`config.mk`:
```
export PLATFORM = sky130hd
export DESIGN_NAME = mem_indirect_sequencer
export DESIGN_NICKNAME = d
export VERILOG_FILES = /design/src/rtl/mem_indirect_sequencer_pkg.sv /design/src/rtl/mem_indirect_sequencer_dmem_lane_align.sv /design/src/rtl/mem_indirect_sequencer.sv
export SDC_FILE = /design/constraint.sdc
export NUM_CORES = 1
export LEC_CHECK = 0
export CORE_AREA = 2 2 101 103
export DETAILED_ROUTE_END_ITERATION = 8
export DIE_AREA = 0 0 103 105
export MAX_ROUTING_LAYER = met4
export PLACE_DENSITY = 0.81
export SLEW_MARGIN = 40
export SYNTH_ARGS = -nofsm -noshare
export SYNTH_HDL_FRONTEND = slang
export SYNTH_HIERARCHICAL = 1
export SYNTH_SLANG_ARGS = --single-unit
```
`constraint.sdc`:
```
create_clock -name clk -period 2.15 [get_ports clk]
set_input_delay 0.43 -clock clk [delete_from_list [all_inputs] [get_ports clk]]
set_output_delay 0.43 -clock clk [all_outputs]
set_load 0.03 [all_outputs]
```
`src/rtl/mem_indirect_sequencer_pkg.sv`:
```
// Shared LC-3b types for the MEM-stage data-memory sequencer:
// opcode encoding, sequencer state enum and opcode classification helpers.
package mem_indirect_sequencer_pkg;

  typedef enum logic [3:0] {
    OP_BR   = 4'h0,
    OP_ADD  = 4'h1,
    OP_LDB  = 4'h2,
    OP_STB  = 4'h3,
    OP_JSR  = 4'h4,
    OP_AND  = 4'h5,
    OP_LDR  = 4'h6,
    OP_STR  = 4'h7,
    OP_RTI  = 4'h8,
    OP_NOT  = 4'h9,
    OP_LDI  = 4'ha,
    OP_STI  = 4'hb,
    OP_JMP  = 4'hc,
    OP_SHF  = 4'hd,
    OP_LEA  = 4'he,
    OP_TRAP = 4'hf
  } lc3b_opcode;

  typedef enum logic [1:0] {
    IDLE   = 2'd0,
    PTR_RD = 2'd1,
    DATA   = 2'd2,
    DONE   = 2'd3
  } mem_seq_state_t;

  function automatic logic is_mem_op(input lc3b_opcode op);
    case (op)
      OP_LDR, OP_STR, OP_LDB, OP_STB, OP_LDI, OP_STI, OP_TRAP: is_mem_op = 1'b1;
      default:                                                is_mem_op = 1'b0;
    endcase
  endfunction

  function automatic logic is_indirect(input lc3b_opcode op);
    is_indirect = (op == OP_LDI) || (op == OP_STI);
  endfunction

  function automatic logic is_store(input lc3b_opcode op);
    is_store = (op == OP_STR) || (op == OP_STB) || (op == OP_STI);
  endfunction

endpackage

```
`src/rtl/mem_indirect_sequencer_dmem_lane_align.sv`:
```
// Combinational byte-lane steering between the sequencer and D-mem:
// STB data replication and lane enable, LDB byte extraction with zero-extension.
module dmem_lane_align
  import mem_indirect_sequencer_pkg::*;
#(
  parameter int DATA_W = 16,
  parameter int LANE_W = $clog2(DATA_W / 8)
) (
  input  logic [3:0]          op,
  input  logic [LANE_W-1:0]   lane,
  input  logic [DATA_W-1:0]   wdata,
  input  logic [DATA_W-1:0]   rdata,
  output logic [DATA_W/8-1:0] byte_en,
  output logic [DATA_W-1:0]   wdata_out,
  output logic [DATA_W-1:0]   rdata_out
);

  localparam int NBYTES = DATA_W / 8;

  always_comb begin
    wdata_out = wdata;
    byte_en   = '1;
    rdata_out = rdata;
    if (op == OP_STB) begin
      wdata_out = {NBYTES{wdata[7:0]}};
      byte_en   = NBYTES'(1) << lane;
    end
    if (op == OP_LDB) begin
      rdata_out = DATA_W'(8'(rdata >> {lane, 3'b000}));
    end
  end

endmodule

```
`src/rtl/mem_indirect_sequencer.sv`:
```
// MEM-stage data-memory sequencer: one D-mem access per word/byte/TRAP op, two
// chained accesses (pointer, then data) for LDI/STI, stalling upstream stages meanwhile.
module mem_indirect_sequencer
  import mem_indirect_sequencer_pkg::*;
#(
  parameter int DATA_W     = 16,
  parameter int ADDR_W     = 16,
  parameter int NUM_STAGES = 4,
  parameter int WAIT_MAX   = 255
) (
  input  logic                  clk,
  input  logic                  reset_n,
  input  lc3b_opcode            req_op,
  input  logic                  req_valid,
  input  logic [ADDR_W-1:0]     req_addr,
  input  logic [DATA_W-1:0]     req_wdata,
  output logic                  dmem_read,
  output logic                  dmem_write,
  output logic [ADDR_W-1:0]     dmem_addr,
  output logic [DATA_W-1:0]     dmem_wdata,
  output logic [DATA_W/8-1:0]   dmem_byte_en,
  input  logic [DATA_W-1:0]     dmem_rdata,
  input  logic                  dmem_resp,
  output logic                  rsp_valid,
  output logic [DATA_W-1:0]     rsp_rdata,
  output logic [NUM_STAGES-1:0] load_stage,
  output logic                  busy,
  output logic                  timeout_err,
  output mem_seq_state_t        dbg_state
);

  // Handshake: dmem_read/dmem_write stay high until the cycle dmem_resp is seen;
  // rsp_valid is a single-cycle pulse with no back-pressure from MEM/WB.

  localparam int NBYTES = DATA_W / 8;
  localparam int LANE_W = $clog2(NBYTES);
  localparam int CNT_W  = (WAIT_MAX < 2) ? 1 : $clog2(WAIT_MAX + 1);
  localparam int LIMIT  = (WAIT_MAX > 0) ? WAIT_MAX - 1 : 0;

  mem_seq_state_t    state;
  lc3b_opcode        op_q;
  logic [ADDR_W-1:0] addr_q;
  logic [ADDR_W-1:0] ptr_q;
  logic [DATA_W-1:0] wdata_q;
  logic [CNT_W-1:0]  wait_cnt;

  logic              accept;
  logic              timed_out;
  logic [NBYTES-1:0] lane_be;
  logic [DATA_W-1:0] lane_wdata;
  logic [DATA_W-1:0] lane_rdata;

  assign accept    = req_valid && is_mem_op(req_op);
  assign timed_out = (WAIT_MAX != 0) && (wait_cnt == CNT_W'(LIMIT));

  // The data phase of LDI/STI goes to the pointer fetched in PTR_RD.
  assign dmem_addr = (state == DATA && is_indirect(op_q)) ? ptr_q : addr_q;

  dmem_lane_align #(
    .DATA_W (DATA_W),
    .LANE_W (LANE_W)
  ) u_align (
    .op        (op_q),
    .lane      (dmem_addr[LANE_W-1:0]),
    .wdata     (wdata_q),
    .rdata     (dmem_rdata),
    .byte_en   (lane_be),
    .wdata_out (lane_wdata),
    .rdata_out (lane_rdata)
  );

  assign dmem_wdata   = lane_wdata;
  assign dmem_byte_en = dmem_write ? lane_be : '0;
  assign busy         = (state != IDLE);
  assign dbg_state    = state;

  always_comb begin
    case (state)
      IDLE:    load_stage = ~{NUM_STAGES{accept}};
      DONE:    load_stage = '1;
      default: load_stage = '0;
    endcase
  end

  always_ff @(posedge clk) begin
    if (!reset_n) begin
      state       <= IDLE;
      op_q        <= OP_BR;
      addr_q      <= '0;
      ptr_q       <= '0;
      wdata_q     <= '0;
      wait_cnt    <= '0;
      dmem_read   <= 1'b0;
      dmem_write  <= 1'b0;
      rsp_valid   <= 1'b0;
      rsp_rdata   <= '0;
      timeout_err <= 1'b0;
    end else begin
      rsp_valid <= 1'b0;
      case (state)
        IDLE: begin
          if (accept) begin
            op_q     <= req_op;
            addr_q   <= req_addr;
            wdata_q  <= req_wdata;
            ptr_q    <= '0;
            wait_cnt <= '0;
            if (is_indirect(req_op)) begin
              dmem_read <= 1'b1;
              state     <= PTR_RD;
            end else begin
              dmem_read  <= !is_store(req_op);
              dmem_write <= is_store(req_op);
              state      <= DATA;
            end
          end
        end
        PTR_RD, DATA: begin
          // A response in the limit cycle still completes normally.
          if (dmem_resp) begin
            wait_cnt <= '0;
            if (state == PTR_RD) begin
              ptr_q      <= ADDR_W'(dmem_rdata);
              dmem_read  <= !is_store(op_q);
              dmem_write <= is_store(op_q);
              state      <= DATA;
            end else begin
              dmem_read  <= 1'b0;
              dmem_write <= 1'b0;
              rsp_valid  <= 1'b1;
              if (!is_store(op_q)) begin
                rsp_rdata <= lane_rdata;
              end
              state <= DONE;
            end
          end else if (timed_out) begin
            dmem_read   <= 1'b0;
            dmem_write  <= 1'b0;
            rsp_valid   <= 1'b1;
            rsp_rdata   <= '0;
            timeout_err <= 1'b1;
            state       <= DONE;
          end else begin
            wait_cnt <= wait_cnt + 1'b1;
          end
        end
        DONE: begin
          state <= IDLE;
        end
        default: begin
          state <= IDLE;
        end
      endcase
    end
  end

endmodule

```
==> report_table.html <==
<table>
<tr><th>Metric</th><th>Value</th></tr>
<tr><th colspan="2">Yosys</th></tr>
<tr><td>Top flip-flop cell by instance count after synthesis</td><td>sky130_fd_sc_hd__dfxtp_1</td></tr>
<tr><td>Synthesized flop and latch total</td><td>82</td></tr>
<tr><td>Most used standard cells in the synthesized netlist</td><td>sky130_fd_sc_hd__nand2_1, sky130_fd_sc_hd__dfxtp_1, sky130_fd_sc_hd__a21oi_1</td></tr>
<tr><td>Post-synth top area share</td><td>between 40% and 50%</td></tr>
<tr><td>Number of enable-type register cells in the synthesized netlist</td><td>0</td></tr>
<tr><td>Cell count after synthesis</td><td>480</td></tr>
<tr><td>Fraction of synthesis flops using an asynchronous set or reset pin</td><td>0%</td></tr>
<tr><td>Number of distinct library cells after synthesis</td><td>42</td></tr>
<tr><td>Most area-consuming cells after synthesis</td><td>sky130_fd_sc_hd__dfxtp_1, sky130_fd_sc_hd__mux2_2, sky130_fd_sc_hd__nand2_1</td></tr>
<tr><td>Area of the mapped netlist</td><td>4050 um^2</td></tr>
<tr><td>Seq/Total Area, Yosys</td><td>40.5%</td></tr>
<tr><td>Cell type contributing the most total cell area after synthesis</td><td>sky130_fd_sc_hd__dfxtp_1</td></tr>
<tr><td>Synth warnings</td><td>6</td></tr>
<tr><td>Post-Synthesis Net Count</td><td>543</td></tr>
<tr><td>Mean instance size in the synthesized netlist</td><td>8.44 um^2</td></tr>
<tr><td>Cell with the most instances after synthesis</td><td>sky130_fd_sc_hd__nand2_1</td></tr>
<tr><th colspan="2">Placed design</th></tr>
<tr><td>RePlAce Congestion</td><td>0.936</td></tr>
<tr><td>Post-placement cell count</td><td>722</td></tr>
<tr><td>Count of input and output buffers</td><td>116</td></tr>
<tr><td>HPWL Detailed</td><td>~8300 um</td></tr>
<tr><th colspan="2">Clock tree</th></tr>
<tr><td>CTS sink cnt</td><td>82</td></tr>
<tr><td>Clock edge transition at the registers on the reported setup and hold paths</td><td>80 ps</td></tr>
<tr><td>Master cell of the clock root buffer</td><td>sky130_fd_sc_hd__clkbuf_8</td></tr>
<tr><td>Depth of the CTS H-tree</td><td>3</td></tr>
<tr><td>Longest Clk Path Bufs</td><td>2</td></tr>
<tr><td>CTS buffer count</td><td>9</td></tr>
<tr><td>TritonCTS clock tree</td><td>done</td></tr>
<tr><td>Clock latency reported for the late side of the worst-skew pair</td><td>350 ps</td></tr>
<tr><th colspan="2">STA</th></tr>
<tr><td>Min setup slack post-route</td><td>-167 ps</td></tr>
<tr><td>Final period util</td><td>108%</td></tr>
<tr><td>Worst hold slack across all endpoints</td><td>458 ps</td></tr>
<tr><td>Max-slew headroom at the worst pin</td><td>56.4%</td></tr>
<tr><td>Highest achievable clock rate</td><td>about 430 MHz</td></tr>
<tr><td>Final setup fails</td><td>18</td></tr>
<tr><td>Clock Skews</td><td>6.69 ps</td></tr>
<tr><td>Max-slew violation count</td><td>0</td></tr>
<tr><td>Transition time at the pin with the least slew margin</td><td>654 ps</td></tr>
<tr><td>Hold Fails Final Rpt</td><td>0</td></tr>
<tr><td>RSZ-0062 raised after global routing</td><td>true</td></tr>
<tr><td>Minimum clock period after layout</td><td>about 2300 ps</td></tr>
<tr><th colspan="2">Job</th></tr>
<tr><td>Max_cap viols</td><td>0</td></tr>
<tr><th colspan="2">Die</th></tr>
<tr><td>Chip Width</td><td>103 um</td></tr>
<tr><td>Top-level port count</td><td>~120</td></tr>
<tr><td>Standard-cell row count</td><td>36</td></tr>
<tr><td>Floorplan Core Area</td><td>9640 um^2</td></tr>
<tr><td>Vertical extent of the die</td><td>~110 um</td></tr>
<tr><td>Starting utilization of the core area</td><td>between 40 and 50%</td></tr>
<tr><td>Die ar.</td><td>roughly 11000 um^2</td></tr>
<tr><th colspan="2">Setup path</th></tr>
<tr><td>Worst EP required</td><td>1720 ps</td></tr>
<tr><td>Setup crit start</td><td>dbg_state[0]</td></tr>
<tr><td>Critical R2R Launch</td><td>dbg_state[0]</td></tr>
<tr><td>Setup Crit Path Kind</td><td>flip-flop to primary output</td></tr>
<tr><td>Maximum net fanout on the critical path</td><td>3</td></tr>
<tr><td>Setup crit end kind</td><td>primary output</td></tr>
<tr><td>CP arrival</td><td>1890 ps</td></tr>
<tr><td>CP Launch Type</td><td>flip-flop</td></tr>
<tr><th colspan="2">Final layout</th></tr>
<tr><td>Final Util</td><td>59.9%</td></tr>
<tr><td>Layout overhead on the synthesized area</td><td>42.5%</td></tr>
<tr><td>Number of standard cells in the layout, taps in and fillers out</td><td>742</td></tr>
<tr><td>Layout cells sized above 1</td><td>24.6%</td></tr>
<tr><td>Total of fill cells in the finished design</td><td>about 850</td></tr>
<tr><td>Antenna diodes</td><td>0</td></tr>
<tr><td>NumNets Final</td><td>approximately 670</td></tr>
<tr><th colspan="2">Global route</th></tr>
<tr><td>Overall fraction of global-route tracks in use</td><td>21.9%</td></tr>
<tr><td>Number of global-route vias before repair</td><td>~3800</td></tr>
<tr><td>Global-route wire length before repair</td><td>~18000 um</td></tr>
<tr><td>Overall overflow remaining after global route</td><td>0</td></tr>
<tr><td>Largest net degree at the start of global routing</td><td>55</td></tr>
<tr><td>Initial antenna violation count</td><td>0</td></tr>
<tr><th colspan="2">Route</th></tr>
<tr><td>Post-DR vias/cell</td><td>~5.3</td></tr>
<tr><td>Number of nets with antenna violations after routing</td><td>0</td></tr>
<tr><td>WL per Instance</td><td>15.8 um</td></tr>
<tr><td>Remaining routing DRC violations</td><td>0</td></tr>
<tr><td>Initial DRC count</td><td>187</td></tr>
<tr><td>Number of optimization iterations in the first detailed-route pass</td><td>6</td></tr>
<tr><td>Total routed wirelength</td><td>around 12000 um</td></tr>
<tr><td>Overall via count from detail_route</td><td>3937</td></tr>
<tr><th colspan="2">Pwr</th></tr>
<tr><td>Power per Cell Area</td><td>around 960 nW/um^2</td></tr>
<tr><td>LEAKAGE</td><td>about 2.2 nW</td></tr>
<tr><td>Peak supply drop</td><td>approximately 930 uV</td></tr>
<tr><th colspan="2">Outcome</th></tr>
<tr><td>Result of the run</td><td>complete, but fails checks</td></tr>
<tr><td>Violated checks</td><td>negative setup slack</td></tr>
<tr><th colspan="2">Hold path</th></tr>
<tr><td>Type of the tightest min-delay check</td><td>flip-flop to flip-flop</td></tr>
<tr><td>Worst hold start</td><td>addr_q[12]</td></tr>
</table>
## flip-flops by register name, summed over array words and instances (netlist names)
signal       count
dmem_read        1
dmem_write       1
addr_q          16
op_q             4
rsp_rdata       16
rsp_valid        1
timeout_err      1
dbg_state        2
wdata_q         16
ptr_q           16
wait_cnt         8
## routing by layer
| metal | wire (um) | part of all wire [%] | vias to the layer above | track usage, % |
|---|---|---|---|---|
| met4 | 172 | 1.5 | 0 | 6.58 |
| met3 | 663 | 5.6 | 18 | 3.08 |
| li1 | - | - | 1928 | - |
| met1 | 4870 | 41 | 1832 | 26.1 |
| met5 | 0 | 0 | - | - |
| met2 | 6040 | 51 | 159 | 37.7 |
## final cells by class
| type | instances | area (um^2) | area share [%] |
|---|---|---|---|
| inverter | 6 | 25.0 | 0.433 |
| tap | 133 | 166 | 2.88 |
| timing repair buffer | 159 | 1490 | 25.7 |
| multi-input combinational | 348 | 2260 | 39.2 |
| clock inverter | 5 | 57.6 | 0.997 |
| clock buffer | 9 | 124 | 2.15 |
| sequential | 82 | 1650 | 28.6 |
## through the flow
step	instance area [um^2]	worst slack (ps)	TNS, ps	total power [W]
after floorplan	4090	-32.9	-32.9	0.00350
after global placement	5470	-198	-4040	0.00428
after detailed placement	5470	-271	-5730	0.00434
after CTS	5710	-141	-1270	0.00547
after global routing	5770	-216	-2370	0.00580
final	5770	-167	-1450	0.00552
## worst max-delay path, stage by stage (launching register included)
cell,delay [ps]
sky130_fd_sc_hd__dfxtp_4,360
sky130_fd_sc_hd__inv_4,60
sky130_fd_sc_hd__ha_4,120
sky130_fd_sc_hd__nand4b_1,110
sky130_fd_sc_hd__buf_4,160
sky130_fd_sc_hd__mux2_4,310
sky130_fd_sc_hd__buf_6,130
sky130_fd_sc_hd__nand2_2,40
sky130_fd_sc_hd__and2_4,130
sky130_fd_sc_hd__buf_6,120
## layout by cell type (no fill, tap or decap), drive strengths merged, types with 2 or more instances in the layout
cell	synthesis	final
a21oi	61	61
a311oi	2	2
a31oi	7	7
and2	4	4
and2b	8	8
and3	2	2
and3b	2	2
buf	18	73
clkbuf	26	9
clkdlybuf4s50	0	81
clkinv	0	4
dfxtp	82	82
dlymetal6s2s	0	4
ha	7	7
inv	6	6
mux2	33	33
mux2i	17	17
nand2	95	95
nand2b	4	4
nand3	21	21
nand4	18	18
nor2	10	10
nor2b	2	2
nor3	7	7
o2111ai	3	3
o211ai	4	4
o21a	4	4
o21ai	25	25
or4	2	2
## path summary, 6_finish.rpt
kind | endpoint | slack, ps | cells past startpoint
setup / recovery | dmem_byte_en[0] | -170 | 9
hold / removal | addr_q[12] | 460 | 2
setup reg to reg | rsp_rdata[0] | 50 | 11
hold reg to reg | addr_q[12] | 460 | 2
## power breakdown
part	leakage [nW]	total, W	switching (W)	internal (W)
logic	1.48	0.00263	0.00152	0.00111
clock network	0.0949	0.00108	0.000561	0.000524
registers	0.667	0.00181	0.000112	0.00170
total	2.24	0.00552	0.00219	0.00333
## repair_timing
action / 4_1_cts / 5_1_grt
resized for setup: 169 / 17
hold buffers: 0 / 0
gates cloned: 1 / 0
endpoints found under the setup margin: 31 / 39
buffers inserted: 3 / 2
pin swaps: 1 / 3
endpoints found under the hold margin: 0 / 0
## kinds of logic (layout without fill, tap and decap cells)
| logic type | count (synthesis) | after routing | share of synthesized area [%] |
|---|---|---|---|
| flip-flops | 82 | 82 | 40.5 |
| multiplexers | 50 | 50 | 13.4 |
| AND/OR/NAND/NOR | 179 | 179 | 22.0 |
| AO/OA/AOI/OAI | 112 | 112 | 15.7 |
| buffers and inverters | 50 | 179 | 6.30 |
| adder cells (fa/ha/maj) | 7 | 7 | 2.16 |
Power figures use the tool's default switching activity.
